`src/rtl/hilo_pkg.sv`:
```
// Shared definitions for the HI/LO multiply/divide unit.
//   - Op field width and op encodings driven on hilo_muldiv_unit.Op
//   - FSM state encodings used by the top level
package hilo_pkg;

    localparam int OP_W = 3;

    localparam logic [OP_W-1:0] OP_NOP   = 3'd0;
    localparam logic [OP_W-1:0] OP_MULT  = 3'd1;
    localparam logic [OP_W-1:0] OP_MULTU = 3'd2;
    localparam logic [OP_W-1:0] OP_DIV   = 3'd3;
    localparam logic [OP_W-1:0] OP_DIVU  = 3'd4;
    localparam logic [OP_W-1:0] OP_MTHI  = 3'd5;
    localparam logic [OP_W-1:0] OP_MTLO  = 3'd6;
    localparam logic [OP_W-1:0] OP_MADD  = 3'd7;

    localparam int ST_W = 2;

    localparam logic [ST_W-1:0] ST_IDLE = 2'd0;
    localparam logic [ST_W-1:0] ST_CALC = 2'd1;
    localparam logic [ST_W-1:0] ST_FIX  = 2'd2;

endpackage

```
`src/rtl/hilo_iter_core.sv`:
```
// Iterative unsigned multiply / restoring-divide datapath.
//   clk, rst_n  : clock, async active-low reset
//   load        : capture a_mag/b_mag and mode, clear hi and counter
//   step        : perform one iteration (ignored while load is high)
//   div_mode    : 0 = shift-add multiply, 1 = restoring divide
//   a_mag       : multiplier / dividend magnitude
//   b_mag       : multiplicand / divisor magnitude
//   hi, lo      : product {hi,lo}, or remainder (hi) / quotient (lo)
//   cnt         : number of steps taken since load
module hilo_iter_core #(
    parameter int WIDTH = 32,
    parameter int CNT_W = $clog2(WIDTH+1)
) (
    input  logic             clk,
    input  logic             rst_n,
    input  logic             load,
    input  logic             step,
    input  logic             div_mode,
    input  logic [WIDTH-1:0] a_mag,
    input  logic [WIDTH-1:0] b_mag,
    output logic [WIDTH-1:0] hi,
    output logic [WIDTH-1:0] lo,
    output logic [CNT_W-1:0] cnt
);

    logic [WIDTH-1:0] hi_r, lo_r, d_r;
    logic             div_r;
    logic [CNT_W-1:0] cnt_r;

    logic [WIDTH:0]   mul_sum;
    logic [WIDTH:0]   rem_sh;
    logic [WIDTH:0]   rem_diff;

    always_comb begin
        // Multiply: add multiplicand into the upper half when the current
        // multiplier bit (lo[0]) is set; the carry is kept for the shift.
        mul_sum  = {1'b0, hi_r} + (lo_r[0] ? {1'b0, d_r} : '0);
        // Divide: shift next dividend bit into the partial remainder and
        // trial-subtract. The extra bit covers remainders up to 2*d-1.
        rem_sh   = {hi_r, lo_r[WIDTH-1]};
        rem_diff = rem_sh - {1'b0, d_r};
    end

    always_ff @(posedge clk or negedge rst_n) begin
        if (!rst_n) begin
            hi_r  <= '0;
            lo_r  <= '0;
            d_r   <= '0;
            div_r <= 1'b0;
            cnt_r <= '0;
        end else if (load) begin
            hi_r  <= '0;
            lo_r  <= a_mag;
            d_r   <= b_mag;
            div_r <= div_mode;
            cnt_r <= '0;
        end else if (step) begin
            cnt_r <= cnt_r + CNT_W'(1);
            if (div_r) begin
                if (!rem_diff[WIDTH]) begin
                    hi_r <= rem_diff[WIDTH-1:0];
                    lo_r <= {lo_r[WIDTH-2:0], 1'b1};
                end else begin
                    hi_r <= rem_sh[WIDTH-1:0];
                    lo_r <= {lo_r[WIDTH-2:0], 1'b0};
                end
            end else begin
                hi_r <= mul_sum[WIDTH:1];
                lo_r <= {mul_sum[0], lo_r[WIDTH-1:1]};
            end
        end
    end

    assign hi  = hi_r;
    assign lo  = lo_r;
    assign cnt = cnt_r;

endmodule

```
`src/rtl/hilo_muldiv_unit.sv`:
```
// Architectural HI/LO registers with an iterative multiply/divide engine.
//   Clk, Reset   : clock, async active-low reset
//   Start, Op    : issue request (sampled only while idle), op code
//   A, B         : rs / rt operands
//   Flush        : abort an in-flight op, HI/LO untouched
//   Busy         : op in flight
//   Done         : one-cycle pulse when a multi-cycle op writes HI/LO
//   HI_output    : HI register
//   LO_output    : LO register
module hilo_muldiv_unit
    import hilo_pkg::*;
#(
    parameter  int WIDTH = 32,
    localparam int CNT_W = $clog2(WIDTH+1)
) (
    input  logic             Clk,
    input  logic             Reset,
    input  logic             Start,
    input  logic [OP_W-1:0]  Op,
    input  logic [WIDTH-1:0] A,
    input  logic [WIDTH-1:0] B,
    input  logic             Flush,
    output logic             Busy,
    output logic             Done,
    output logic [WIDTH-1:0] HI_output,
    output logic [WIDTH-1:0] LO_output
);

    logic [ST_W-1:0]  state;
    logic [WIDTH-1:0] hi_q, lo_q, a_raw;
    logic             done_q, is_div, is_madd, neg_q, neg_r, div0;

    logic             accept, signed_op, step;
    logic [WIDTH-1:0] a_mag, b_mag;
    logic [WIDTH-1:0] core_hi, core_lo;
    logic [CNT_W-1:0] core_cnt;

    logic [2*WIDTH-1:0] prod, prod_s, mul_res;
    logic [WIDTH-1:0]   quo, rem;

    always_comb begin
        accept    = (state == ST_IDLE) && Start &&
                    (Op == OP_MULT || Op == OP_MULTU || Op == OP_DIV ||
                     Op == OP_DIVU || Op == OP_MADD);
        signed_op = (Op == OP_MULT) || (Op == OP_DIV) || (Op == OP_MADD);
        a_mag     = (signed_op && A[WIDTH-1]) ? -A : A;
        b_mag     = (signed_op && B[WIDTH-1]) ? -B : B;
        step      = (state == ST_CALC) && !Flush;
    end

    hilo_iter_core #(.WIDTH(WIDTH), .CNT_W(CNT_W)) u_core (
        .clk      (Clk),
        .rst_n    (Reset),
        .load     (accept),
        .step     (step),
        .div_mode (Op == OP_DIV || Op == OP_DIVU),
        .a_mag    (a_mag),
        .b_mag    (b_mag),
        .hi       (core_hi),
        .lo       (core_lo),
        .cnt      (core_cnt)
    );

    // Sign fix-up. MADD accumulates onto the live HI/LO, which cannot change
    // while busy, so it equals the value seen at accept.
    always_comb begin
        prod    = {core_hi, core_lo};
        prod_s  = neg_q ? -prod : prod;
        mul_res = is_madd ? prod_s + {hi_q, lo_q} : prod_s;
        quo     = neg_q ? -core_lo : core_lo;
        rem     = neg_r ? -core_hi : core_hi;
    end

    always_ff @(posedge Clk or negedge Reset) begin
        if (!Reset) begin
            state   <= ST_IDLE;
            hi_q    <= '0;
            lo_q    <= '0;
            done_q  <= 1'b0;
            is_div  <= 1'b0;
            is_madd <= 1'b0;
            neg_q   <= 1'b0;
            neg_r   <= 1'b0;
            div0    <= 1'b0;
            a_raw   <= '0;
        end else begin
            done_q <= 1'b0;
            case (state)
                ST_IDLE: begin
                    if (accept) begin
                        is_div  <= (Op == OP_DIV) || (Op == OP_DIVU);
                        is_madd <= (Op == OP_MADD);
                        // neg_q doubles as the product sign for multiplies
                        neg_q   <= signed_op && (A[WIDTH-1] ^ B[WIDTH-1]);
                        neg_r   <= signed_op && A[WIDTH-1];
                        div0    <= (B == '0);
                        a_raw   <= A;
                        state   <= ST_CALC;
                    end else if (Start && Op == OP_MTHI) begin
                        hi_q <= A;
                    end else if (Start && Op == OP_MTLO) begin
                        lo_q <= A;
                    end
                end
                ST_CALC: begin
                    if (Flush)
                        state <= ST_IDLE;
                    else if (core_cnt == CNT_W'(WIDTH-1))
                        state <= ST_FIX;
                end
                ST_FIX: begin
                    state <= ST_IDLE;
                    if (!Flush) begin
                        done_q <= 1'b1;
                        if (!is_div) begin
                            {hi_q, lo_q} <= mul_res;
                        end else if (div0) begin
                            // Divide by zero bypasses sign fix-up entirely.
                            hi_q <= a_raw;
                            lo_q <= '1;
                        end else begin
                            hi_q <= rem;
                            lo_q <= quo;
                        end
                    end
                end
                default: state <= ST_IDLE;
            endcase
        end
    end

    assign Busy      = (state != ST_IDLE);
    assign Done      = done_q;
    assign HI_output = hi_q;
    assign LO_output = lo_q;

endmodule
```
`config.mk`:
```
export PLATFORM = sky130hd
export DESIGN_NAME = hilo_muldiv_unit
export DESIGN_NICKNAME = d
export VERILOG_FILES = /design/src/rtl/hilo_pkg.sv /design/src/rtl/hilo_iter_core.sv /design/src/rtl/hilo_muldiv_unit.sv
export SDC_FILE = /design/constraint.sdc
export NUM_CORES = 1
export LEC_CHECK = 0
export ABC_AREA = 1
export BUFFER_PORTS_ARGS = -buffer_cell sky130_fd_sc_hd__buf_2
export CORE_UTILIZATION = 48
export DETAILED_ROUTE_END_ITERATION = 6
export GPL_TIMING_DRIVEN = 0
export MAX_ROUTING_LAYER = met4
export PLACE_DENSITY = 0.65
export SLEW_MARGIN = 30
export SYNTH_ARGS = -nofsm -noshare
export SYNTH_HDL_FRONTEND = slang
export SYNTH_SLANG_ARGS = --single-unit
```
`constraint.sdc`:
```
create_clock -name Clk -period 4.5 [get_ports Clk]
set_clock_uncertainty 0.1 [all_clocks]
set_input_delay 0.9 -clock Clk [delete_from_list [all_inputs] [get_ports Clk]]
set_output_delay 0.9 -clock Clk [all_outputs]
set_load 0.01 [all_outputs]
```
==> key figures, run 1 <==
Drt
  – Via Count: roughly 31000
  – Final WL: between 100000 and 150000 um
  – Initial DRC count: roughly 3700
  – Vias per inst: 5.84
  – DRT antenna net count: 0
  – DRC Markers: 8
  – DRT Pass-1 Iters: 7
  – Wire per inst: approximately 25 um

Logic synthesis
  – Yosys reg bits: a little over 200
  – Mapped Area: 25500 um2
  – Synth cell types: 76
  – Synth Instances: ~4400
  – Synth area leaders: dfrtp_1 20%, nand2_1 20%, inv_1 9.3%
  – Top FF cell, synth: dfrtp_1
  – Async S/R FF share, synth: 100%
  – Cell taking the most area after synthesis: dfrtp_1
  – Top-area cell type share of the netlist area: between 20 and 25%
  – Mean Syn Cell Area: roughly 5.8 um2
  – YS warnings: 0
  – Syn Nets: around 4600
  – Register area share after synthesis: between 20 and 25%
  – Number of synthesized flops with an enable pin: 0

Place
  – Port Buffers: 136
  – Dpl ws: -753 ps
  – GPL Wtd Cong: roughly 1.2
  – Placed Area: between 20000 and 30000 um2
  – DP HPWL: 110000 um

Timing
  – Period utilization: 98.5%
  – Max-slew violation count: 0
  – Final hold vios: 0
  – Relative slew margins: 29.3%
  – Fmax: ~0.23 GHz
  – Final min period: between 4000 and 5000 ps
  – Setup ws final: 67.1 ps
  – # setup viols final: 0
  – WHS: 199 ps
  – Slew @ Worst Pin: 1060 ps

Setup path
  – Crit path launch type: flip-flop
  – Critical Path End Type: flip-flop
  – Critical register-to-register path endpoint: HI_output[23]
  – CP Cell Sequence: clkbuf_2, buf_2, nand2_1, xor2_2, ha_1, or2_2, nand3_1, nand2_1, nand2_1, nand3_1, nand3b_1, nand2_1, nand2_1, nand3_1, nand2_1, nand2_1, nand2_1, a21oi_1
  – WS Path Type: flip-flop to flip-flop
  – CP most frequent cell: nand2_1
  – WP data arrival: around 4800 ps
  – Delay-heaviest family, CP: simple AND/OR/NAND/NOR gates
  – Required time worst endpoint: a little under 5000 ps
  – Reg-to-reg critical path startpoint: neg_q
  – CP Max Fanout: 10
  – WP depth: 18
  – CP Buf/Inv Count: 2
  – CP max-delay cell: dfrtp_1
  – Internal reg-to-reg setup slack: 70 ps
  – Start point of the critical path: neg_q
  – Critical Path End: HI_output[23]
  – Reg2Reg Depth: 18
  – Crit-path max cell delay: 500 ps

Clocking
  – CTS tree: yes
  – CTS Sinks: between 200 and 250
  – Deepest clock path buffer count: 3
  – Cts hold-fix bufs: 0
  – Worst skew pair latency: 580 ps
  – Inserted Clock Buffers: 25
  – H-tree Lvls: 1
  – Clock transition at the registers of the reported paths: approximately 60 ps
  – Root buf cell: clkbuf_16

GRT
  – First-pass GRT wire length: approximately 190000 um
  – Gr usage total: about 50%
  – GRT overflow: 0
  – Largest net degree at the start of global routing: a little over 80
  – Initial antenna violation count: 4
  – Vias in the first global route: approximately 28000

Hold path
  – Worst hold path type: primary input to async pin

Cells and area
  – Nets: between 4000 and 5000
  – Filler Cell Count: 5652
  – Area delta synth->final: 13.7%
  – Final instance area: just under 30000 um2
  – Layout cell share with drive strength beyond 1: a little over a tenth
  – End-of-flow core utilization: about 55%

Floorplanning
  – Core Area: roughly 52000 um2
  – Die area: 54000 um2
  – Site row count: 84
  – Initial Utilization: between 40% and 50%
  – Die height: 232 um
  – IO Count: approximately 140
  – Die Wd: ~230 um

Outcome
  – Failing checks: DRC
  – Status: finished, violations left

Job
  – Max cap viols: 0
sequential cells by signal (all words and copies together), names as in the netlist, 2 cells and up:
register and count:
HI_output 32, LO_output 32, a_raw 32, u_core.d_r 32
u_core.hi 32, u_core.lo 32, u_core.cnt 6, state 2
layout by cell type, fill, tap and decap left out, drive strengths merged, types with 45 or more instances in the layout:
| cell type | Yosys | layout |
|---|---|---|
| ha | 143 | 143 |
| inv | 646 | 647 |
| or2 | 45 | 45 |
| nor2 | 556 | 556 |
| dfrtp | 207 | 207 |
| nand2 | 1378 | 1378 |
| o21ai | 337 | 337 |
| clkbuf | 82 | 117 |
| buf | 40 | 193 |
| nand3 | 253 | 253 |
| xor2 | 102 | 102 |
| a21oi | 277 | 277 |
cell type report:
class	instances	area [um2]	share of cell area, %
diodes	5	12.5	0.0432
flip-flops and latches	207	5180	17.9
clock buffers	34	699	2.42
inverters	655	2470	8.53
multi-input cells	3409	18000	62.3
plain buffers	122	552	1.91
repair buffers	154	928	3.21
well taps	688	861	2.97
clock inverters	10	209	0.722
logic make-up (layout without fill, tap and decap cells):
| family | count (synthesis) | in the layout | synth area share, % |
|---|---|---|---|
| and+or+nand+nor | 2344 | 2344 | 38.6 |
| other | 0 | 5 | 0 |
| buffers and inverters | 777 | 975 | 11.8 |
| DFF | 207 | 207 | 20.3 |
| xor gates and xnor gates | 128 | 128 | 4.55 |
| adders and majority gates | 146 | 146 | 7.26 |
| AOI/OAI and AO/OA | 791 | 791 | 17.5 |
worst min path at each step:
stage	slack [ps]	to
after detailed placement	370	a_raw[5]
after CTS	230	HI_output[19]
after global placement	360	a_raw[5]
after floorplan	340	a_raw[0]
final	200	HI_output[19]
after global routing	260	HI_output[19]
Yosys cell counts (all sizes together) (3+ instances only):
| cell type | n |
|---|---|
| ha | 143 |
| dfrtp | 207 |
| or2 | 45 |
| o21bai | 19 |
| inv | 646 |
| nand3b | 29 |
| nor2 | 556 |
| o21ai | 337 |
| xor2 | 102 |
| nand2 | 1378 |
| buf | 40 |
| a21o | 12 |
| o22ai | 25 |
| a22oi | 6 |
| xnor2 | 26 |
| nand3 | 253 |
| nor3 | 34 |
| a2bb2oi | 3 |
| o221ai | 12 |
| and2 | 5 |
| o2111ai | 5 |
| fa | 3 |
| o211ai | 32 |
| clkbuf | 82 |
| a31oi | 8 |
| o21a | 6 |
| nor4 | 8 |
| nand4 | 34 |
| o41ai | 3 |
| clkinv | 9 |
| a21oi | 277 |
| a21boi | 28 |
per-stage QoR:
| step | std cells | TNS, ps |
|---|---|---|
| after detailed placement | 5219 | -11450 |
| after global placement | 5217 | -277130 |
| final | 5284 | 0 |
| after global routing | 5284 | -115 |
| after floorplan | 4393 | 0 |
| after CTS | 5268 | 0 |
routing by layer:
| metal | wire [um] | track usage (%) | vias up |
|---|---|---|---|
| li1 | - | - | 14400 |
| met1 | 49500 | 57.9 | 14300 |
| met2 | 54800 | 71.7 | 1776 |
| met3 | 15400 | 14.3 | 410 |
| met4 | 11100 | 34.8 | 0 |
| met5 | 0 | - | - |
what timing repair did:
item,in CTS,in global routing
buffers inserted,5,11
gates resized for setup,46,96
gates cloned,0,0
pin swaps,3,13
setup endpoints to repair,44,41
Power of run 1 is not shown: default switching activity piles up to over one toggle a cycle in this logic, so the estimate is an artifact.
==> inputs of run 2 (changes only) <==
Settings changed: SYNTH_HIERARCHICAL set to 1.
==> run 2 against run 1 <==
  * The run ends with DRC, setup timing left
  * Design area is 1.1% lower
  * Critical path type unchanged
  * Cell count rose by 0.40%
  * Global-route usage decreased by 2.8 points
  * Utilization down 0.85 points
  * Flip-flop and latch count stayed put
  * Maximum frequency is 1.8% lower
  * Register-to-register slack lost 80 ps
==> key figures, run 2 <==
Outcome
  – Status: finished, violations left (unchanged)
  – Failing checks: DRC, setup timing (was DRC)

Floorplanning
  – Die area: 54200 um2 (was 54000 um2)
  – Die height: 233 um (was 232 um)
  – Core Area: 52700 um2 (was 52400 um2)
  – Initial Utilization: 48.6% (was 48.5%)
  – Site row count: 84 (unchanged)
  – IO Count: 137 (unchanged)
  – Die Wd: 233 um (was 232 um)

Logic synthesis
  – YS warnings: 6 (was 0)
  – Mean Syn Cell Area: 5.79 um2 (was 5.80 um2)
  – Syn Nets: 4634 (was 4610)
  – Synth cell types: 71 (was 76)
  – Post-synth top cells: 1345 x nand2_1, 671 x inv_1, 529 x nor2_1 (was 1348 x nand2_1, 628 x inv_1, 528 x nor2_1)
  – Async S/R FF share, synth: 100% (unchanged)
  – Top FF cell, synth: dfrtp_1 (unchanged)
  – Register area share after synthesis: 20.2% (was 20.3%)
  – Top-area cell type share of the netlist area: 20.2% (was 20.3%)
  – Cell taking the most area after synthesis: dfrtp_1 (unchanged)
  – Yosys reg bits: 207 (unchanged)
  – Most common cell in the netlist: nand2_1 (unchanged)
  – Mapped Area: 25600 um2 (was 25500 um2)
  – Synth Instances: 4417 (was 4393)
  – Number of synthesized flops with an enable pin: 0 (unchanged)
  – Synth area leaders: dfrtp_1 20%, nand2_1 20%, inv_1 9.8% (was dfrtp_1 20%, nand2_1 20%, inv_1 9.3%)

Timing
  – Unrepaired setup endpoints after global routing: true
  – Fmax: 0.222 GHz (was 0.226 GHz)
  – # setup viols final: 1 (was 0)
  – Slew @ Worst Pin: 1070 ps (was 1060 ps)
  – Max-slew violation count: 0 (unchanged)
  – Final min period: 4510 ps (was 4430 ps)
  – Relative slew margins: 28.6% (was 29.3%)
  – Setup TNS: -12.1 ps (was 0 ps)
  – Period utilization: 100% (was 98.5%)
  – Setup ws final: -12.1 ps (was 67.1 ps)
  – Final hold vios: 0 (unchanged)

Clocking
  – CTS Sinks: 207 (unchanged)
  – Deepest clock path buffer count: 3 (unchanged)
  – CTS tree: yes (unchanged)
  – Worst skew pair latency: 590 ps (was 580 ps)
  – Root buf cell: clkbuf_16 (unchanged)
  – Inserted Clock Buffers: 27 (was 25)
  – Cts hold-fix bufs: 0 (unchanged)
  – H-tree Lvls: 1 (unchanged)
  – Clock transition at the registers of the reported paths: 60 ps (about the same)

Setup path
  – Internal reg-to-reg setup slack: -10 ps (was 70 ps)
  – Delay-heaviest family, CP: buffers and inverters (was simple AND/OR/NAND/NOR gates)
  – CP Cell Sequence: buf_2, buf_2, buf_2, o21ai_0, xor2_1, ha_1, a21oi_1, o21ai_0, nand2_1, nand2_1, inv_1, nand3_2, or2_2, nand3_1, nand3_1, a21oi_1, o21ai_1 (was clkbuf_2, buf_2, nand2_1, xor2_2, ha_1, or2_2, nand3_1, nand2_1, nand2_1, nand3_1, nand3b_1, nand2_1, nand2_1, nand3_1, nand2_1, nand2_1, nand2_1, a21oi_1)
  – WP data arrival: 4850 ps (was 4800 ps)
  – Reg-to-reg critical path startpoint: neg_q (unchanged)
  – CP Max Fanout: 10 (unchanged)
  – Crit-path max cell delay: 490 ps (was 500 ps)
  – CP Buf/Inv Count: 4 (was 2)
  – CP max-delay cell: xor2_1 (was dfrtp_1)
  – Required time worst endpoint: 4840 ps (was 4870 ps)
  – WP depth: 17 (was 18)
  – Reg2Reg Depth: 17 (was 18)
  – Start point of the critical path: neg_q (unchanged)
  – Critical Path End Type: flip-flop (unchanged)
  – Crit path launch type: flip-flop (unchanged)
  – WS Path Type: flip-flop to flip-flop (unchanged)
  – CP most frequent cell: buf_2 (was nand2_1)

Job
  – Max cap viols: 0 (unchanged)

Drt
  – Via Count: 30300 (was 30900)
  – DRT antenna net count: 0 (unchanged)
  – DRC Markers: 1 (was 8)
  – Wire per inst: 23.3 um (was 24.7 um)
  – Vias per inst: 5.71 (was 5.84)
  – Initial DRC count: 3117 (was 3742)
  – DRT Pass-1 Iters: 7 (unchanged)
  – Final WL: 124000 um (was 131000 um)

Pwr
  – Worst vdd rail ir drop: around 0.00037 V
  – Power Dens Cells: 727 nW/um2
  – Leak: around 15 nW

Cells and area
  – Commonest non-fill, non-tap cell in the layout: nand2_1 (unchanged)
  – Layout cell share with drive strength beyond 1: 10.3% (was 10.7%)
  – Filler Cell Count: 5670 (was 5652)
  – Most frequent cells in the layout: 1341 x nand2_1, 666 x inv_1, 504 x nor2_1 (was 1334 x nand2_1, 623 x inv_1, 502 x nor2_1)
  – Nets: 4812 (was 4791)
  – Final instance area: 28600 um2 (was 28900 um2)
  – Area delta synth->final: 11.8% (was 13.7%)

GRT
  – Met1 usage: 52.2% (was 57.9%)
  – Met2 Track Usage GR: 71.2% (was 71.7%)
  – Vias in the first global route: 28200 (was 28000)
  – GRT overflow: 0 (unchanged)
  – GR Layer Usage met3: 6.84% (was 14.3%)
  – Gr usage total: 46.4% (was 49.2%)
  – Initial antenna violation count: 2 (was 4)
  – Largest net degree at the start of global routing: 78 (was 82)
  – First-pass GRT wire length: 179000 um (was 186000 um)
  – Most Used Layer, Global Route: met2 (unchanged)

Place
  – GPL Wtd Cong: 1.09 (was 1.17)
  – Placed Area: 27200 um2 (was 27100 um2)
  – Port Buffers: 136 (unchanged)
  – DP HPWL: 103000 um (was 110000 um)

Hold path
  – Worst hold path type: primary input to async pin (unchanged)
[run 2: per-stage QoR]
| step | hold slack, ps | worst slack, ps | cells | utilization (%) | power (W) |
|---|---|---|---|---|---|
| after floorplan | 348 | 1130 | 4417 | - | 0.0126 |
| after global placement | 367 | -1490 | 5241 | 51.5 | 0.0175 |
| after detailed placement | 375 | -1410 | 5243 | 51.7 | 0.0176 |
| after CTS | 169 | 10.0 | 5295 | 53.6 | 0.0199 |
| after global routing | 191 | -33.1 | 5302 | 54.3 | 0.0222 |
| final | 144 | -12.1 | 5305 | 54.3 | 0.0208 |
[run 2: what timing repair did]
item	in CTS	in global routing
buffers inserted	6	6
pin swaps	2	3
gates resized for setup	36	91
endpoints found under the setup margin	110	72
[run 2: report_power, final]
part / internal [W] / switching (W) / leakage, nW / total [W]
combinational: 0.00468 / 0.0104 / 11.7 / 0.0151
clock: 0.00122 / 0.000927 / 0.408 / 0.00215
sequential: 0.00242 / 0.00117 / 2.51 / 0.00358
[run 2: cells by family (layout without fill, tap and decap cells)]
group,Yosys count,in the layout,share of synthesized area [%]
other cells,0,4,0
compound gates,723,723,16.2
buf+inv,812,1008,12.3
fa+ha+maj,146,146,7.23
simple gates,2392,2392,39.2
flops,207,207,20.2
xor+xnor,137,137,4.78
[run 2: final timing paths]
kind | to
worst max-delay path | LO_output[22]
worst max register to register | LO_output[22]
worst min-delay path | u_core/d_r[29]
worst min register to register | a_raw[15]
max in group asynchronous | LO_output[4]
min in group Clk | a_raw[15]
[run 2: cell type report]
cell class | instances | area [um2] | area share, %
clock inverter | 9 | 78.8 | 0.276
antenna | 4 | 10.0 | 0.0350
inverter | 688 | 2590 | 9.05
sequential | 207 | 5200 | 18.2
buffer | 123 | 567 | 1.98
multi-input combinational | 3398 | 17700 | 61.9
tap | 688 | 861 | 3.01
timing repair buffer | 150 | 848 | 2.97
clock buffer | 38 | 757 | 2.65
[run 2: metal layers]
metal	routed length, um	up-vias	share of wire (%)
met5	0	-	0
met4	13800	0	11
met3	10200	524	8.2
met2	53800	1580	43
met1	45900	13800	37
li1	-	14400	-
[run 2: worst register-to-register path: stages (launching register included)]
cell and delay, ps:
dfrtp_1 390, buf_2 280, buf_2 310, buf_2 380
o21ai_0 180, xor2_1 490, ha_1 410, a21oi_1 220
o21ai_0 250, nand2_1 130, nand2_1 100, inv_1 80
nand3_2 200, or2_2 340, nand3_1 90, nand3_1 80
a21oi_1 260, o21ai_1 90
No activity file was read; power rests on OpenSTA's default activity.
